<file path="config.mk">
export PLATFORM = sky130hd
export DESIGN_NAME = tri_st_cntz_ex
export DESIGN_NICKNAME = d
export VERILOG_FILES = /design/src/rtl/tri_st_cntz_ex_pkg.sv /design/src/rtl/tri_st_cntz_ex_cntlz.sv /design/src/rtl/tri_st_cntz_ex.sv
export SDC_FILE = /design/constraint.sdc
export NUM_CORES = 1
export LEC_CHECK = 0
export ABC_AREA = 0
export CORE_MARGIN = 2
export CORE_UTILIZATION = 52
export DETAILED_ROUTE_END_ITERATION = 8
export PLACE_DENSITY = 0.86
export REMOVE_ABC_BUFFERS = 1
export SLEW_MARGIN = 20
export SYNTH_ARGS = -nofsm -noshare
export SYNTH_HDL_FRONTEND = slang
export SYNTH_SLANG_ARGS = --single-unit
</file>
<file path="constraint.sdc">
create_clock -name clk -period 9.1 [get_ports clk]
set_clock_uncertainty 0.2 [all_clocks]
set_input_delay 1.82 -clock clk [delete_from_list [all_inputs] [get_ports clk]]
set_output_delay 1.82 -clock clk [all_outputs]
set_load 0.01 [all_outputs]
</file>
<file path="src/rtl/tri_st_cntz_ex_pkg.sv">
// Shared definitions for the count-zeros execution unit: widths, CR0 bit
// positions, the stage control record and the operand bit-reverse helper.
package tri_st_cntz_ex_pkg;

    localparam int GPR_W  = 64;
    localparam int CNT_W  = 7;
    localparam int ITAG_W = 7;

    // CR0 field positions, big-endian numbering (bit 0 = LT)
    localparam int CR_LT = 0;
    localparam int CR_GT = 1;
    localparam int CR_EQ = 2;
    localparam int CR_SO = 3;

    // Control carried alongside the operand through each stage register
    typedef struct packed {
        logic              vld;
        logic [ITAG_W-1:0] itag;
        logic              rc;
        logic              so;
    } ex_ctl_t;

    // Mirror a 64-bit value end for end (bit i <- bit 63-i)
    function automatic logic [0:GPR_W-1] bit_rev(input logic [0:GPR_W-1] d);
        logic [0:GPR_W-1] r;
        for (int i = 0; i < GPR_W; i++) begin
            r[i] = d[GPR_W-1-i];
        end
        return r;
    endfunction

endpackage

</file>
<file path="src/rtl/tri_st_cntz_ex_cntlz.sv">
// Combinational 64-bit leading-zero counter (tri_st_cntlz). In word mode only
// bits 32:63 are considered and the result spans 0..32; in doubleword mode the
// result spans 0..64.
module tri_st_cntlz
    import tri_st_cntz_ex_pkg::*;
(
    input  logic [0:GPR_W-1] a,
    input  logic             dword,
    output logic [0:CNT_W-1] y
);

    logic [0:GPR_W-1] masked;
    logic [CNT_W-1:0] lz;

    // Position of the first set bit from the MSB end; all-zero yields 64
    always_comb begin
        masked = a;
        if (!dword) begin
            masked[0:31] = '0;
        end
        lz = CNT_W'(GPR_W);
        for (int i = GPR_W - 1; i >= 0; i--) begin
            if (masked[i]) begin
                lz = CNT_W'(i);
            end
        end
        // A word count starts at bit 32, so its leading zeros exclude the upper half
        y = dword ? lz : lz - CNT_W'(32);
    end

endmodule

</file>
<file path="src/rtl/tri_st_cntz_ex.sv">
// Two-stage count-zeros unit (cntlzw/cntlzd/cnttzw/cnttzd, with Rc forms).
// EX1 formats the operand so the EX2 counter only ever counts leading zeros;
// EX2 counts and builds CR0; results are presented from the EX3 register.
module tri_st_cntz_ex
    import tri_st_cntz_ex_pkg::*;
(
    input  logic              clk,
    input  logic              rst,
    input  logic              ex1_vld,
    input  logic [0:ITAG_W-1] ex1_itag,
    input  logic              ex1_dword,
    input  logic              ex1_tz,
    input  logic              ex1_rc,
    input  logic              ex1_xer_so,
    input  logic [0:GPR_W-1]  ex1_rs,
    input  logic              ex_stall,
    input  logic              ex_flush,
    output logic              ex3_vld,
    output logic [0:ITAG_W-1] ex3_itag,
    output logic [0:GPR_W-1]  ex3_rt,
    output logic              ex3_cr_vld,
    output logic [0:3]        ex3_cr
);

    logic             stage_en;
    logic [0:GPR_W-1] ex1_op;

    ex_ctl_t          ex2_ctl;
    logic             ex2_dword;
    logic [0:GPR_W-1] ex2_op;
    logic [0:CNT_W-1] ex2_cnt;
    logic [0:3]       ex2_cr;

    // Flush and reset must always be able to clear the stages, even under stall
    assign stage_en = ~ex_stall | ex_flush | rst;

    // EX1: turn a trailing-zero count into a leading-zero count by reversal;
    // the word form reverses only the low word so it lands back in bits 32:63
    always_comb begin
        ex1_op = ex1_rs;
        if (ex1_tz) begin
            ex1_op = ex1_dword ? bit_rev(ex1_rs) : bit_rev({ex1_rs[32:63], 32'b0});
        end
        if (!ex1_dword) begin
            ex1_op[0:31] = '0;
        end
    end

    // ---- EX1 / EX2 boundary ----
    // EX2 control: valid is cleared by reset and flush, held by stall
    always_ff @(posedge clk) begin
        if (rst) begin
            ex2_ctl.vld <= 1'b0;
        end else if (stage_en) begin
            ex2_ctl.vld <= ex1_vld & ~ex_flush;
        end
    end

    // EX2 payload: no reset needed, qualified by ex2 valid downstream
    always_ff @(posedge clk) begin
        if (stage_en) begin
            ex2_ctl.itag <= ex1_itag;
            ex2_ctl.rc   <= ex1_rc;
            ex2_ctl.so   <= ex1_xer_so;
            ex2_dword    <= ex1_dword;
            ex2_op       <= ex1_op;
        end
    end

    tri_st_cntlz u_cntlz (
        .a     (ex2_op),
        .dword (ex2_dword),
        .y     (ex2_cnt)
    );

    // EX2: CR0 from the count; a count can never be negative so LT stays clear
    always_comb begin
        ex2_cr        = '0;
        ex2_cr[CR_LT] = 1'b0;
        ex2_cr[CR_GT] = |ex2_cnt;
        ex2_cr[CR_EQ] = ~|ex2_cnt;
        ex2_cr[CR_SO] = ex2_ctl.so;
    end

    // ---- EX2 / EX3 boundary ----
    // EX3 result register; outputs are driven straight from these flops
    always_ff @(posedge clk) begin
        if (rst) begin
            ex3_vld    <= 1'b0;
            ex3_cr_vld <= 1'b0;
            ex3_itag   <= '0;
            ex3_rt     <= '0;
            ex3_cr     <= '0;
        end else if (stage_en) begin
            ex3_vld    <= ex2_ctl.vld & ~ex_flush;
            ex3_cr_vld <= ex2_ctl.vld & ex2_ctl.rc & ~ex_flush;
            ex3_itag   <= ex2_ctl.itag;
            ex3_rt     <= {{(GPR_W-CNT_W){1'b0}}, ex2_cnt};
            ex3_cr     <= ex2_cr;
        end
    end

endmodule
</file>
After elaboration in Yosys (flattened, before gate mapping)
Index checks and enable logic that the tools add are counted.

Word-level logic and storage cells: 91. Input port bits: 80. Register bits: 94. Output and inout bits: 77.

Bitwise logic cells: 8. Mux-type cells: 68. Add/sub/neg operators: 1. Reductions and logical operators: 2.

Operators with widths (count): 2-to-1 mux 7 bit (65); 2-to-1 mux 64 bit (2); 2-to-1 mux 32 bit (1); OR reduction 7 bit (1); subtractor 7 x 6 -> 7 bit, second input constant (1); AND 1 bit (4); NOT 1 bit (2); OR 1 bit (2); logical NOT 1 bit (1).

Depth between registers and ports, before layout
Gate-level depths: netlist of run 1.

Depth in word-level cells: 68. Mapped depth: 9. Depth with buffers taken out: 8.

By module
A second synthesis of run 1 with hierarchy kept.

Cells, all modules: 529. Area total of the unflattened synthesis: 5679.2 µm².

Modules (own cells, without submodules): tri_st_cntz_ex (cells each 380, area each 4708.3 µm², times used 1, sequential area each 2622.5 µm²); tri_st_cntlz (cells each 149, area each 970.9 µm², times used 1, sequential area each 0.0 µm²).

Worst setup path after synthesis of run 1
Ideal clock, no wire load.

Path kind: input to register. Start: in ex_flush. End: reg ex3_rt[58] (netlist name). Setup time: 0.279 ns. Buffers on the path: 1. Slack: 4.062 ns. Arrival: 4.558 ns. Required time: 8.621 ns. Stages on the path: 5. Cell sequence: nor2_1 > and2_0 > inv_1 > clkbuf_1 > a311oi_1.

Word-level cells in the longest chain between the ends: 2.

RTL lines: start, declared (line tri_st_cntz_ex.sv:17) `input logic ex_flush,`; OR 1 bit (2 in a row) (line tri_st_cntz_ex.sv:35) `assign stage_en = ~ex_stall | ex_flush | rst;`; via stage_en (line tri_st_cntz_ex.sv:25) `logic stage_en;`; end signal, assigned (line tri_st_cntz_ex.sv:98) `ex3_rt <= {{(GPR_W-CNT_W){1'b0}}, ex2_cnt};`; end, declared (line tri_st_cntz_ex.sv:20) `output logic [0:GPR_W-1] ex3_rt,`.

The timed path passes the listed nets, and every way through them passes these cells. A chain may end at the register's enable or synchronous reset.

Final worst setup path of run 1
Start: in rst. End: reg ex2_ctl[7] (netlist name), enable pin.

Word-level cells in the longest chain between the ends: 1.

RTL lines: start, declared (line tri_st_cntz_ex.sv:8) `input logic rst,`; OR 1 bit (line tri_st_cntz_ex.sv:35); end, declared (line tri_st_cntz_ex.sv:28) `ex_ctl_t ex2_ctl;`.

Every way passes these cells.

==> flow_summary.ini, run 1 <==
[status]
status = finished clean

[cells_and_area]
antenna_cells = 0
fin_nets = 730
syn_to_final_growth_pct = 18.88
drive_gt1_share_pct = 4.122

[global_routing]
grt_max_degree = 97
grt_antenna_before_repair = 0
grt_usage_pct = 22.05
grt_first_pass_wirelength_um = 19670
grt_overflow_total = 0
first_global_vias = 4175

[synth]
synthCells = 565
yosysWarningCount = 0
synth_ff_type = edfxtp_1
syn_avg_cell_area_um2 = 9.890
synth_cell_type_count = 53
synth_edf_count = 74
synth-seq-cells = 94
synth_area_mm2 = 0.005588
async_flop_share_pct = 0
synth-seq-area-share_pct = 46.93

[cts]
cts_buffers = 9
cts_max_level = 3
cts_resized = 0
postCtsSetupBuffers = 0
cts_tree = done
cts-root-buf = clkbuf_8
worstSkewPairLatency_ns = 0.37
hold_buffers = 0
clock_path_buffers = 2
clk_transition_reported_paths_ns = 0.09
clock-sinks = 94

[critical_path]
cp-end-kind = register
crit_fanout = 43
rr_startpoint = ex2_op[48]$_DFFE_PP_
path_class = primary input to register
ff2ff_setup_slack_ns = 6.26
start_kind = primary input
worst_r2r_endpoint = ex3_cr[2]$_SDFFE_PP0P_
crit_arrival_ns = 4.49
cp.required_ns = 8.92
ff2ff_path_depth = 8

[sta]
period_needed_ns = 4.677
tightest_slew_ns = 1.075
setup_violations = 0
rsz0062_at_grt = false
slew_headroom_pct = 28.37
finalWorstSetupSlack_ns = 4.423
tns_ns = 0
clock.fmax_mhz = 213.8
slew_viol_final = 0
post-route-period-util_pct = 51.39
hold_viol = 0

[hold_path]
min_path_type = register to register
worst_hold_path.endpoint = ex3_itag[6]$_SDFFE_PP0P_
holdCritStartpoint = ex3_itag[6]$_SDFFE_PP0P_
worstHoldPathCells = 2

[placement]
dpl.hpwl_um = 9711
gp_congestion = 0.9224
pre_cts_ws_ns = 3.790
port_buffers = 98

[detailed_routing]
drt-total-wl_um = 12680
drcViolationCount = 0
drtPass1Iterations = 4
drt-initial-drc-count = 208
wl_per_cell_um = 16.03
avgViaCountPerCell = 5.516
drt.antenna.violating_nets = 0
via_count = 4363

[floorplanning]
die_x_um = 107.7
die_area_mm2 = 0.01159
core_area_mm2 = 0.01037
rows = 37
ios = 157
initial_core_util_pct = 53.89
die_h_um = 107.7

[pwr]
comb_power_share_pct = 18.7
p_leak_nw = 2.601
p_sw_uw = 290.0
ir_drop_uv = 96.56
clkPwrFrac_pct = 28.4
power.density_mw_per_mm2 = 158.4
p_sw_share_pct = 27.57
intPower_uw = 761.9
power.share.sequential_pct = 52.9

[job]
cap_viol_max_count = 0
worst max-delay path by stage:
| stage | startpoint | to |
|---|---|---|
| final | rst | ex2_ctl[7]$_DFFE_PP_ |
| after global routing | rst | ex2_op[34]$_DFFE_PP_ |
| after CTS | rst | ex2_op[41]$_DFFE_PP_ |
| after detailed placement | rst | ex2_op[30]$_SDFFCE_PN0P_ |
| after global placement | rst | ex2_ctl[4]$_DFFE_PP_ |
| after floorplan | ex_flush | ex3_cr[2]$_SDFFE_PP0P_ |
power groups by stage:
stage | registers, mW | clock network, mW | logic, mW
detailed placement | 0.564 | 0 | 0.195
finish | 0.556 | 0.299 | 0.197
floorplan | 0.551 | 0 | 0.102
CTS | 0.555 | 0.302 | 0.196
global route | 0.562 | 0.316 | 0.216
global placement | 0.563 | 0 | 0.188
routing by layer:
metal  vias to the layer above  global-route usage (%)  part of all wire [%]  wire (um)
li1                       2132                       -                     -          -
met2                       170                   39.08                    50       6288
met3                        25                   3.148                   6.7        845
met4                         0                   9.524                   2.3        297
met1                      2036                   26.62                    41       5246
met5                         -                       0                     0          0
sequential cells by signal, summed over array words and instances, names as in the netlist:
name,flops
ex3_rt,7
ex2_cr,1
ex3_vld,1
ex2_dword,1
ex3_cr,3
ex2_op,64
ex3_cr_vld,1
ex2_ctl,9
ex3_itag,7
worst max-delay path: stages:
cell             delay [ns]
clkdlybuf4s50_1        0.87
nor2_1                 0.07
and2_1                 0.41
inv_2                  0.70
buf_4                  0.57
metrics by stage:
| stage | util (%) | power [mW] | hold slack [ns] | instances | instance area (um2) |
|---|---|---|---|---|---|
| floorplan | - | 0.6532 | 0.2700 | 539 | 5265 |
| global placement | 61.94 | 0.7506 | 0.2322 | 775 | 6424 |
| detailed placement | 61.94 | 0.7589 | 0.2421 | 775 | 6424 |
| CTS | 64.06 | 1.053 | 0.2617 | 791 | 6643 |
| global route | 64.06 | 1.094 | 0.2872 | 791 | 6643 |
| finish | 64.06 | 1.052 | 0.2578 | 791 | 6643 |
cell usage in the layout, fill, tap and decap left out, types with 9 or more instances in the layout:
cell type	Yosys	final
nor2_1	62	62
nor2b_1	38	38
mux2i_1	65	65
nor4_1	12	12
edfxtp_1	74	74
a21oi_1	53	53
o41ai_1	9	9
nor3_1	14	14
clkbuf_8	0	9
clkdlybuf4s50_1	0	96
conb_1	1	58
nand2b_1	14	14
inv_1	13	12
nand2_1	24	24
dfxtp_1	20	20
o21ai_0	26	26
cell type report:
cell class / instances / area [um2]
Tap cell: 136 / 170.2
Multi-Input combinational cell: 432 / 2594
Clock buffer: 9 / 123.9
Fill cell: 828 / 3727
Inverter: 13 / 48.80
Timing Repair Buffer: 100 / 988.4
Sequential cell: 94 / 2623
Clock inverter: 7 / 95.09
logic make-up (layout without fill, tap and decap cells):
kind of cell	count (synthesis)	after routing	synth area share (%)
AOI/OAI and AO/OA	121	121	13.57
buffers and inverters	96	129	10.48
other	1	58	0.06711
muxes	65	65	11.64
and+or+nand+nor	188	188	17.31
DFF	94	94	46.93
Yosys cell counts (2+ instances only):
master,instances,area (um2)
a211oi_1,2,15.01
a21boi_0,2,15.01
a21o_1,2,15.01
a21oi_1,53,265.3
a311oi_1,2,17.52
buf_1,9,33.78
buf_4,58,435.4
clkbuf_1,15,56.30
dfxtp_1,20,400.4
edfxtp_1,74,2222
inv_1,13,48.80
mux2i_1,65,650.6
nand2_1,24,90.09
nand2b_1,14,87.58
nand3_1,3,15.01
nand3b_1,2,15.01
nand4_1,5,31.28
nor2_1,62,232.7
nor2b_1,38,237.7
nor3_1,14,70.07
nor4_1,12,75.07
o2111ai_1,2,17.52
o21ai_0,26,130.1
o311a_1,2,20.02
o311ai_0,3,26.28
o31a_1,2,17.52
o31ai_1,3,22.52
o41ai_1,9,78.83
or4_1,4,30.03
or4_2,2,17.52
Power figures use the tool's default switching activity.
==> inputs of run 2 (changes only) <==
- CORE_UTILIZATION: 52 -> 49
- PLACE_DENSITY: 0.86 -> 0.82
- clock period: 9.1 -> 4.4 ns (I/O delays scaled with it)
==> flow_summary.ini, run 2 (synthesis results as in run 1) <==
[placement]
gp_congestion = 0.8979
dpl.hpwl_um = 10140
pre_cts_ws_ns = 1.206
port_buffers = 98
placed_cells_incl_taps = 782

[cells_and_area]
fill_cells = 914
top_regs = ex2_op: 64 flops, ex2_ctl: 9 flops
final_common_cell = clkdlybuf4s50_1
largest_reg_flops = 64
fin_nets = 733
antenna_cells = 0
top_register = ex2_op
multi_input_area_mm2 = 0.002594
layout_common_cells = 96 x clkdlybuf4s50_1, 74 x edfxtp_1, 65 x mux2i_1
drive_gt1_share_pct = 4.103
fin_cells = 798
seqCellArea_mm2 = 0.002623
syn_to_final_growth_pct = 20.24

[cts]
cts-root-buf = clkbuf_16
cts_buffers = 9
cts_max_level = 3
worstSkewPairLatency_ns = 0.34
postCtsSetupBuffers = 0
cts_tree = done
clock-sinks = 94
clock_path_buffers = 2
clk_transition_reported_paths_ns = 0.06
cts_resized = 0
hold_buffers = 0

[global_routing]
grt_max_degree = 97
grt_first_pass_wirelength_um = 20150
grt_antenna_before_repair = 0
grt_overflow_total = 0
first_global_vias = 4126
grt_usage_pct = 20.69

[pwr]
report.power.total_mw = 2.254
ir_drop_uv = 265.4
p_leak_nw = 2.625
power.density_mw_per_mm2 = 335.4

[floorplanning]
die_area_mm2 = 0.01227
die_h_um = 110.8
initial_core_util_pct = 50.88
core_area_mm2 = 0.01098
rows = 38
die_x_um = 110.8
ios = 157

[detailed_routing]
via_count = 4353
drtPass1Iterations = 5
drt-total-wl_um = 12950
drt-initial-drc-count = 296
wl_per_cell_um = 16.23
drcViolationCount = 0
avgViaCountPerCell = 5.455
drt.antenna.violating_nets = 0

[status]
status = finished clean

[hold_path]
min_path_type = register to register
holdCritStartpoint = ex3_itag[2]$_SDFFE_PP0P_
worst_hold_path.endpoint = ex3_itag[2]$_SDFFE_PP0P_
worstHoldPathCells = 2

[critical_path]
cp.required_ns = 4.18
path_class = primary input to register
rr_startpoint = ex2_op[51]$_DFFE_PP_
startpoint = rst
ff2ff_path_depth = 8
worst_r2r_endpoint = ex3_cr[2]$_SDFFE_PP0P_
crit_arrival_ns = 2.64
ff2ff_setup_slack_ns = 1.63
cp-end-kind = register
crit_fanout = 38
start_kind = primary input

[sta]
clock.fmax_mhz = 350.3
setup_violations = 0
post-route-period-util_pct = 64.88
finalWorstSetupSlack_ns = 1.545
period_needed_ns = 2.855
slew_viol_final = 0
tightest_slew_ns = 1.034
tns_ns = 0
slew_headroom_pct = 31.06
hold_viol = 0
rsz0062_at_grt = false

[job]
cap_viol_max_count = 0
==> run 2: cell count changes in the layout (fill, tap and decap cells not counted), sizes merged <==
cell,before,now
buf,4,7
bufinv,2,0
clkbuf,9,10
clkinv,2,3
clkinvlp,1,3
inv,15,13
==> run 2: per-stage QoR <==
step	hold WS [ns]	util, %	area [um2]
after floorplan	0.2700	-	5265
after global placement	0.2333	58.74	6451
after detailed placement	0.2405	58.74	6451
after CTS	0.2641	61.18	6719
after global routing	0.2756	61.18	6719
final	0.2560	61.18	6719
==> run 2: area by class of cell <==
| type | instances | area share (%) |
|---|---|---|
| Sequential cell | 94 | 39.03 |
| Tap cell | 140 | 2.607 |
| Clock buffer | 10 | 3.408 |
| Inverter | 13 | 0.7263 |
| Multi-Input combinational cell | 432 | 38.60 |
| Clock inverter | 6 | 0.5773 |
| Timing Repair Buffer | 103 | 15.05 |
==> run 2: worst max path at each step <==
stage	to	slack [ns]	cells past startpoint
after floorplan	ex3_cr[2]$_SDFFE_PP0P_	0.44	6
after global placement	ex2_op[56]$_DFFE_PP_	1.25	7
after detailed placement	ex2_op[24]$_SDFFCE_PN0P_	1.21	7
after CTS	ex2_op[38]$_DFFE_PP_	1.56	7
after global routing	ex3_cr[2]$_SDFFE_PP0P_	1.44	8
final	ex2_op[38]$_DFFE_PP_	1.55	7
==> run 2: critical path, cell delays in order <==
cell and delay [ns]:
clkdlybuf4s50_1 0.45, buf_4 0.22, nor2_1 0.06, and2_0 0.15, buf_4 0.20, inv_2 0.18
buf_4 0.45
==> run 2: metal layers <==
layer | track usage, % | wire length, um
met1 | 25.09 | 5515
met2 | 36.20 | 6390
met3 | 4.265 | 775
met4 | 7.833 | 272
met5 | 0 | 0
==> run 2: report_power, final <==
| group | switching (mW) | total [mW] | internal (mW) |
|---|---|---|---|
| Sequential | 0.0936 | 1.15 | 1.06 |
| Combinational | 0.209 | 0.407 | 0.198 |
| Clock | 0.315 | 0.695 | 0.379 |
